===== src/rtl/sram_ifmap_ctrl_pkg.sv =====
// Shared types and sizes for the ifmap SRAM sequencer.
// Imported by the interface, address generator and controller.
package ifmap_pkg;

    localparam int IFMAP_ADDR_W = 12;
    localparam int IFMAP_DEPTH  = 4096;
    localparam int IFMAP_LEN_W  = 13;

    typedef enum logic [2:0] {
        IDLE,
        LOAD,
        READ,
        DRAIN,
        DONE
    } ctrl_state_e;

    typedef logic [7:0] byte_t;

    function automatic logic [IFMAP_LEN_W-1:0] clamp_len(
        input logic [IFMAP_LEN_W-1:0] l
    );
        if (l > IFMAP_LEN_W'(IFMAP_DEPTH))
            return IFMAP_LEN_W'(IFMAP_DEPTH);
        return l;
    endfunction

endpackage


===== src/rtl/sram_ifmap_ctrl_if.sv =====
// Input stream, output stream and SRAM port bundle.
// master = controller side, slave = environment side.
interface sram_ifmap_ctrl_if;
    import ifmap_pkg::*;

    logic                    in_valid;
    logic [31:0]             in_data;
    logic                    in_ready;
    logic                    out_valid;
    logic [63:0]             out_data;
    logic                    out_ready;
    logic                    sram_en;
    logic                    sram_we;
    logic [IFMAP_ADDR_W-1:0] sram_addr;
    logic [31:0]             sram_di;
    byte_t                   sram_do [0:7];

    modport master (
        input  in_valid, in_data, out_ready, sram_do,
        output in_ready, out_valid, out_data,
        output sram_en, sram_we, sram_addr, sram_di
    );

    modport slave (
        output in_valid, in_data, out_ready, sram_do,
        input  in_ready, out_valid, out_data,
        input  sram_en, sram_we, sram_addr, sram_di
    );

endinterface


===== src/rtl/sram_ifmap_ctrl_addr_gen.sv =====
// Base/length latch with a step counter producing wrapped addresses.
// last_o flags the final address of the programmed run.
module ifmap_addr_gen
    import ifmap_pkg::*;
(
    input  logic                    clk_i,
    input  logic                    rst_i,
    input  logic                    load_i,
    input  logic [IFMAP_ADDR_W-1:0] base_i,
    input  logic [IFMAP_LEN_W-1:0]  len_i,
    input  logic                    step_i,
    output logic [IFMAP_ADDR_W-1:0] addr_o,
    output logic                    last_o
);

    logic [IFMAP_ADDR_W-1:0] base_q, base_d;
    logic [IFMAP_LEN_W-1:0]  len_q, len_d;
    logic [IFMAP_LEN_W-1:0]  cnt_q, cnt_d;

    // Next-state: latch a new command or advance the counter.
    always_comb begin
        base_d = base_q;
        len_d  = len_q;
        cnt_d  = cnt_q;
        if (load_i) begin
            base_d = base_i;
            len_d  = clamp_len(len_i);
            cnt_d  = '0;
        end else if (step_i) begin
            cnt_d = cnt_q + 1'b1;
        end
    end

    // Register update with synchronous reset.
    always_ff @(posedge clk_i) begin
        if (rst_i) begin
            base_q <= '0;
            len_q  <= '0;
            cnt_q  <= '0;
        end else begin
            base_q <= base_d;
            len_q  <= len_d;
            cnt_q  <= cnt_d;
        end
    end

    assign addr_o = base_q + cnt_q[IFMAP_ADDR_W-1:0];
    assign last_o = (cnt_q == len_q - 1'b1);

endmodule


===== src/rtl/sram_ifmap_ctrl.sv =====
// ifmap SRAM sequencer: streams words in (LOAD), then
// issues reads and forwards 8-byte results (READ/DRAIN).
module sram_ifmap_ctrl
    import ifmap_pkg::*;
(
    input  logic                    CLK,
    input  logic                    RST,
    input  logic                    start,
    input  logic [IFMAP_ADDR_W-1:0] load_base,
    input  logic [IFMAP_LEN_W-1:0]  load_len,
    input  logic [IFMAP_ADDR_W-1:0] rd_base,
    input  logic [IFMAP_LEN_W-1:0]  rd_len,
    output logic                    busy,
    output logic                    done,
    sram_ifmap_ctrl_if.master       bus
);

    ctrl_state_e state_q, state_d;
    logic        out_valid_q, out_valid_d;
    logic        rd_nz_q, rd_nz_d;

    logic                    cmd_load;
    logic                    w_step, r_step;
    logic                    w_last, r_last;
    logic [IFMAP_ADDR_W-1:0] w_addr, r_addr;
    logic                    in_ready;
    logic                    en, we;
    logic [IFMAP_ADDR_W-1:0] addr;
    logic [31:0]             di;

    ifmap_addr_gen u_wgen (
        .clk_i  (CLK),
        .rst_i  (RST),
        .load_i (cmd_load),
        .base_i (load_base),
        .len_i  (load_len),
        .step_i (w_step),
        .addr_o (w_addr),
        .last_o (w_last)
    );

    ifmap_addr_gen u_rgen (
        .clk_i  (CLK),
        .rst_i  (RST),
        .load_i (cmd_load),
        .base_i (rd_base),
        .len_i  (rd_len),
        .step_i (r_step),
        .addr_o (r_addr),
        .last_o (r_last)
    );

    // Next-state and SRAM/handshake outputs per state.
    always_comb begin
        state_d  = state_q;
        cmd_load = 1'b0;
        in_ready = 1'b0;
        en       = 1'b0;
        we       = 1'b0;
        addr     = '0;
        di       = '0;
        w_step   = 1'b0;
        r_step   = 1'b0;
        case (state_q)
            IDLE: begin
                if (start) begin
                    cmd_load = 1'b1;
                    if (load_len != '0)
                        state_d = LOAD;
                    else if (rd_len != '0)
                        state_d = READ;
                    else
                        state_d = DONE;
                end
            end
            LOAD: begin
                in_ready = 1'b1;
                if (bus.in_valid) begin
                    we     = 1'b1;
                    addr   = w_addr;
                    di     = bus.in_data;
                    w_step = 1'b1;
                    if (w_last)
                        state_d = rd_nz_q ? READ : DONE;
                end
            end
            READ: begin
                if (!out_valid_q || bus.out_ready) begin
                    en     = 1'b1;
                    addr   = r_addr;
                    r_step = 1'b1;
                    if (r_last)
                        state_d = DRAIN;
                end
            end
            DRAIN: begin
                if (!out_valid_q)
                    state_d = DONE;
            end
            DONE: state_d = IDLE;
            default: state_d = IDLE;
        endcase
    end

    // Result-valid tracking and latched read-run flag.
    always_comb begin
        out_valid_d = out_valid_q && !bus.out_ready;
        if (en)
            out_valid_d = 1'b1;
        rd_nz_d = rd_nz_q;
        if (cmd_load)
            rd_nz_d = (rd_len != '0);
    end

    // State registers with synchronous reset.
    always_ff @(posedge CLK) begin
        if (RST) begin
            state_q     <= IDLE;
            out_valid_q <= 1'b0;
            rd_nz_q     <= 1'b0;
        end else begin
            state_q     <= state_d;
            out_valid_q <= out_valid_d;
            rd_nz_q     <= rd_nz_d;
        end
    end

    // Byte j of the SRAM read port lands at bits [8j+7:8j].
    always_comb begin
        bus.out_data = '0;
        for (int j = 0; j < 8; j++)
            bus.out_data[8*j +: 8] = bus.sram_do[j];
    end

    assign bus.in_ready  = in_ready;
    assign bus.out_valid = out_valid_q;
    assign bus.sram_en   = en;
    assign bus.sram_we   = we;
    assign bus.sram_addr = addr;
    assign bus.sram_di   = di;
    assign busy          = (state_q != IDLE);
    assign done          = (state_q == DONE);

endmodule


===== src/flat_wrapper.sv =====
// flat-port wrapper written by rule: the top's interface ports become plain ports
module sram_ifmap_ctrl_flat import ifmap_pkg::*;
  (CLK, RST, start, load_base, load_len, rd_base, rd_len, busy, done, bus_in_valid, bus_in_data, bus_out_ready, bus_sram_do, bus_in_ready, bus_out_valid, bus_out_data, bus_sram_en, bus_sram_we, bus_sram_addr, bus_sram_di);
  sram_ifmap_ctrl_if bus_i ();
  input  logic CLK;
  input  logic RST;
  input  logic start;
  input  logic [IFMAP_ADDR_W-1:0] load_base;
  input  logic [IFMAP_LEN_W-1:0] load_len;
  input  logic [IFMAP_ADDR_W-1:0] rd_base;
  input  logic [IFMAP_LEN_W-1:0] rd_len;
  output logic busy;
  output logic done;
  input wire logic [$bits(bus_i.in_valid)-1:0] bus_in_valid;
  input wire logic [$bits(bus_i.in_data)-1:0] bus_in_data;
  input wire logic [$bits(bus_i.out_ready)-1:0] bus_out_ready;
  input wire logic [$bits(bus_i.sram_do)-1:0] bus_sram_do;
  output wire logic [$bits(bus_i.in_ready)-1:0] bus_in_ready;
  output wire logic [$bits(bus_i.out_valid)-1:0] bus_out_valid;
  output wire logic [$bits(bus_i.out_data)-1:0] bus_out_data;
  output wire logic [$bits(bus_i.sram_en)-1:0] bus_sram_en;
  output wire logic [$bits(bus_i.sram_we)-1:0] bus_sram_we;
  output wire logic [$bits(bus_i.sram_addr)-1:0] bus_sram_addr;
  output wire logic [$bits(bus_i.sram_di)-1:0] bus_sram_di;
  assign bus_i.in_valid = bus_in_valid;
  assign bus_i.in_data = bus_in_data;
  assign bus_i.out_ready = bus_out_ready;
  assign bus_i.sram_do = {>>{bus_sram_do}};
  assign bus_in_ready = bus_i.in_ready;
  assign bus_out_valid = bus_i.out_valid;
  assign bus_out_data = bus_i.out_data;
  assign bus_sram_en = bus_i.sram_en;
  assign bus_sram_we = bus_i.sram_we;
  assign bus_sram_addr = bus_i.sram_addr;
  assign bus_sram_di = bus_i.sram_di;
  sram_ifmap_ctrl u_core (.CLK(CLK), .RST(RST), .start(start), .load_base(load_base), .load_len(load_len), .rd_base(rd_base), .rd_len(rd_len), .busy(busy), .done(done), .bus(bus_i));
endmodule

===== config.mk =====
export PLATFORM = sky130hd
export DESIGN_NAME = sram_ifmap_ctrl_flat
export DESIGN_NICKNAME = d
export VERILOG_FILES = /design/src/rtl/sram_ifmap_ctrl_pkg.sv /design/src/rtl/sram_ifmap_ctrl_if.sv /design/src/rtl/sram_ifmap_ctrl_addr_gen.sv /design/src/rtl/sram_ifmap_ctrl.sv /design/src/flat_wrapper.sv
export SDC_FILE = /design/constraint.sdc
export NUM_CORES = 1
export LEC_CHECK = 0
export CORE_ASPECT_RATIO = 1.4
export CORE_UTILIZATION = 42
export CTS_CLUSTER_DIAMETER = 100
export CTS_CLUSTER_SIZE = 10
export DETAILED_ROUTE_END_ITERATION = 12
export PLACE_DENSITY = 0.94
export SLEW_MARGIN = 20
export SYNTH_ARGS = -nofsm -noshare
export SYNTH_HDL_FRONTEND = slang
export SYNTH_SLANG_ARGS = --single-unit
export TNS_END_PERCENT = 50

===== constraint.sdc =====
create_clock -name CLK -period 3.37 [get_ports CLK]
set_clock_uncertainty 0.05 [all_clocks]
set_input_delay 0.674 -clock CLK [delete_from_list [all_inputs] [get_ports CLK]]
set_output_delay 0.674 -clock CLK [all_outputs]
set_load 0.05 [all_outputs]

==> impl_metrics.env, run 1 <==
export IMPL_routedWlPerCell_um=21.4
export IMPL_worst_path_most_repeated_cell="o21ai_2"
export IMPL_initial_core_util_pct=43.0
export IMPL_crit_buf_inv=2
export IMPL_slew_viol_final=0
export IMPL_clk_pin_slew_worst_paths_ns=0.06
export IMPL_cp_required_ns=2.65
export IMPL_syn_area_mm2=0.00554
export IMPL_synth_cells=653
export IMPL_clk_path_buf_depth=2
export IMPL_rows=49
export IMPL_drive_above_1_share_pct=18.6
export IMPL_crit_path_start_kind="register"
export IMPL_portBuffers=136
export IMPL_violations="setup timing"
export IMPL_dp_slack_ns=0.210
export IMPL_die_y_um=138
export IMPL_fin_ws_ns=-0.107
export IMPL_cts_hold_buf=0
export IMPL_cts_root_buf="clkbuf_16"
export IMPL_yosys_warnings=0
export IMPL_die_w_um=99.0
export IMPL_detail_route_antenna_nets=0
export IMPL_grt_overflow=0
export IMPL_reg2reg_setup_slack_ns=0.59
export IMPL_hp_class="register to register"
export IMPL_maxCapViolations=0
export IMPL_drc=0
export IMPL_hold_viol=0
export IMPL_place_gp_congestion=0.914
export IMPL_grt_pass1_vias=5502
export IMPL_cp_slowest_cell="dfxtp_2"
export IMPL_place_area_mm2=0.00707
export IMPL_syn_avg_cell_area_um2=8.48
export IMPL_io_pins=265
export IMPL_outcome="finished with violations"
export IMPL_tightest_slew_ns=0.599
export IMPL_async_flop_share_pct=0
export IMPL_setup_violations=4
export IMPL_core_mm2=0.0129
export IMPL_synth_cell_types=58
export IMPL_grt_setup_unrepaired="yes"
export IMPL_p_leak_uw=0.00312
export IMPL_die_area_mm2=0.0136
export IMPL_cts_tree="built"
export IMPL_drt_first_iter_violations=476
export IMPL_grt_pass1_wl_mm=27.2
export IMPL_hold_depth=1
export IMPL_antenna_found_initial=0
export IMPL_num_vias=5577
export IMPL_fmax_mhz=288
export IMPL_syn_to_final_growth_pct=36.4
export IMPL_r2r_cells=8
export IMPL_slew_headroom_pct=59.9
export IMPL_synth_seq_area_share_pct=29.3
export IMPL_placedCellCount=867
export IMPL_cts_sinks=81
export IMPL_syn_nets=832
export IMPL_final_core_util_pct=58.7
export IMPL_min_delay_start="u_core.u_rgen.base_q[3]$_SDFFE_PP0P_"
export IMPL_fin_nets=910
export IMPL_crit_family="compound AO/OA/AOI/OAI gates"
export IMPL_critPathMaxFanout=2
export IMPL_fin_area_mm2=0.00755
export IMPL_fin_cells=889
export IMPL_holdPathEnd="u_core.u_rgen.base_q[3]$_SDFFE_PP0P_"
export IMPL_p_per_area_mw_per_mm2=392
export IMPL_insertion_delay_ns=0.35
export IMPL_place_hpwl_mm=12.5
export IMPL_wirelength_mm=19.1
export IMPL_arrival_ns=2.75
export IMPL_diodes=0
export IMPL_timing_rr_end="u_core.state_q[0]$_SDFFE_PP0P_"
export IMPL_htreeDepth=3
export IMPL_numCtsBuffers=9
export IMPL_worstReg2RegStart="u_core.u_wgen.len_q[2]$_SDFFE_PP0P_"
export IMPL_via_per_inst=6.27
export IMPL_ir_worst_vdd_uv=273
export IMPL_fillCellCount=993
export IMPL_gr_usage_all_layers_pct=25.7
export IMPL_synth_seq_cells=81
export IMPL_yosys_most_used_dff="dfxtp_1"
export IMPL_dr_pass1_iters=5
export IMPL_worstPathCellList="ha_4, inv_2, fa_2, nor2b_2, o21ai_2, a21boi_2, o21ai_2, a21oi_2, a31oi_2, xor2_1, o22ai_2, buf_12"
export IMPL_period_needed_ns=3.48
export IMPL_final_period_utilization_pct=103
export IMPL_synth_edf_count=0
export IMPL_worstSetupPathType="register to output port"
export IMPL_setup_worst_path_end_class="output port"
export IMPL_cpPeakStageDelay_ns=0.36
export IMPL_grt_max_degree=45
## power by group
group          total, uW  switching (uW)  internal [uW]
registers           1070            61.8           1010
clock network       1010             428            581
logic                881             476            405
## cell families after synthesis
family / Yosys count / synth area share [%]
xor+xnor: 75 / 11.9
compound gates: 141 / 18.0
flops: 81 / 29.3
mux: 5 / 0.904
simple gates: 210 / 20.8
buf+inv: 113 / 12.5
fa+ha+maj: 28 / 6.60
## cell usage in the layout (no fill, tap or decap), types with 6 or more instances in the layout
master           netlist  final
o22ai_1               10      6
dfxtp_1               81     75
a22o_1                43     43
a21oi_1               28     23
nor4_1                 9      9
xor2_1                41     41
clkbuf_16              0      9
nand4_1               12     12
buf_12                 0     46
clkdlybuf4s50_1        0     89
nand2_1               44     44
inv_1                 19     18
xnor2_1               34     33
or3_1                 12     12
nor2_1                41     40
o21ai_0               25     21
ha_1                  26     24
nand2b_1              10     10
nand3_1                7      7
dfxtp_2                0      6
buf_4                 66     23
nor3_1                16     16
and3_1                38     38
## synthesized netlist by cell type, types with 21 or more instances
master | instances | area [um2]
nand2_1 | 44 | 165
and3_1 | 38 | 238
buf_4 | 66 | 495
xnor2_1 | 34 | 298
a22o_1 | 43 | 377
clkbuf_1 | 21 | 78.8
o21ai_0 | 25 | 125
nor2_1 | 41 | 154
xor2_1 | 41 | 359
dfxtp_1 | 81 | 1620
a21oi_1 | 28 | 140
ha_1 | 26 | 325
## flip-flops by register name, indices dropped and copies added, names as in the netlist
signal / cells
u_core.state_q: 3
u_core.u_wgen.len_q: 13
u_core.u_rgen.len_q: 13
u_core.u_rgen.base_q: 12
u_core.bus.out_valid: 1
u_core.u_wgen.base_q: 12
u_core.u_wgen.cnt_q: 13
u_core.rd_nz_q: 1
u_core.u_rgen.cnt_q: 13
## cell type report
class / instances / area (um2) / share of cell area [%]
Inverter: 22 / 82.6 / 1.09
Sequential cell: 81 / 1630 / 21.6
Clock inverter: 7 / 78.8 / 1.04
Clock buffer: 9 / 225 / 2.98
Timing Repair Buffer: 158 / 1980 / 26.3
Multi-Input combinational cell: 459 / 3360 / 44.5
Tap cell: 153 / 191 / 2.53
## worst max path at each step
stage                                                     from  depth (start not counted)           endpoint
after floorplan            u_core.u_rgen.cnt_q[0]$_SDFFE_PP0P_                         10   bus_sram_addr[8]
after global placement    u_core.u_rgen.base_q[0]$_SDFFE_PP0P_                         12  bus_sram_addr[10]
after detailed placement   u_core.u_rgen.cnt_q[0]$_SDFFE_PP0P_                         12  bus_sram_addr[10]
after CTS                  u_core.u_rgen.cnt_q[0]$_SDFFE_PP0P_                         12  bus_sram_addr[10]
after global routing       u_core.u_rgen.cnt_q[0]$_SDFFE_PP0P_                         12  bus_sram_addr[10]
final                      u_core.u_rgen.cnt_q[0]$_SDFFE_PP0P_                         12  bus_sram_addr[10]
## metal layers
metal | vias up | global-route usage (%) | routed length (um)
met2 | 363 | 45.2 | 9370
met3 | 151 | 4.46 | 1410
met1 | 2641 | 25.6 | 6760
met4 | 0 | 24.5 | 1520
met5 | - | 0 | 0
li1 | 2422 | - | -
## per-stage QoR
stage                     hold WS, ns  TNS, ns  total power (uW)
final                           0.448   -0.209              2960
after global routing            0.478   -0.342              3050
after CTS                       0.441  -0.0243              2920
after detailed placement        0.427        0              1920
after global placement          0.421        0              1900
after floorplan                 0.406        0              1770
## timing repair
item | 4_1_cts | 5_1_grt
gates resized for setup | 11 | 28
endpoints found under the setup margin | 5 | 6
pin swaps | 5 | 13
setup buffers | 3 | 4
Note: power is estimated with default switching activity, not from simulation.
==> run 2, diff against run 1 <==
ABC_CLOCK_PERIOD_IN_PS = 3370   (was not set)
CTS_CLUSTER_SIZE = not set   (was 10)
==> results of run 2 <==
Final layout, timing and power as in run 1 (identical DEF).
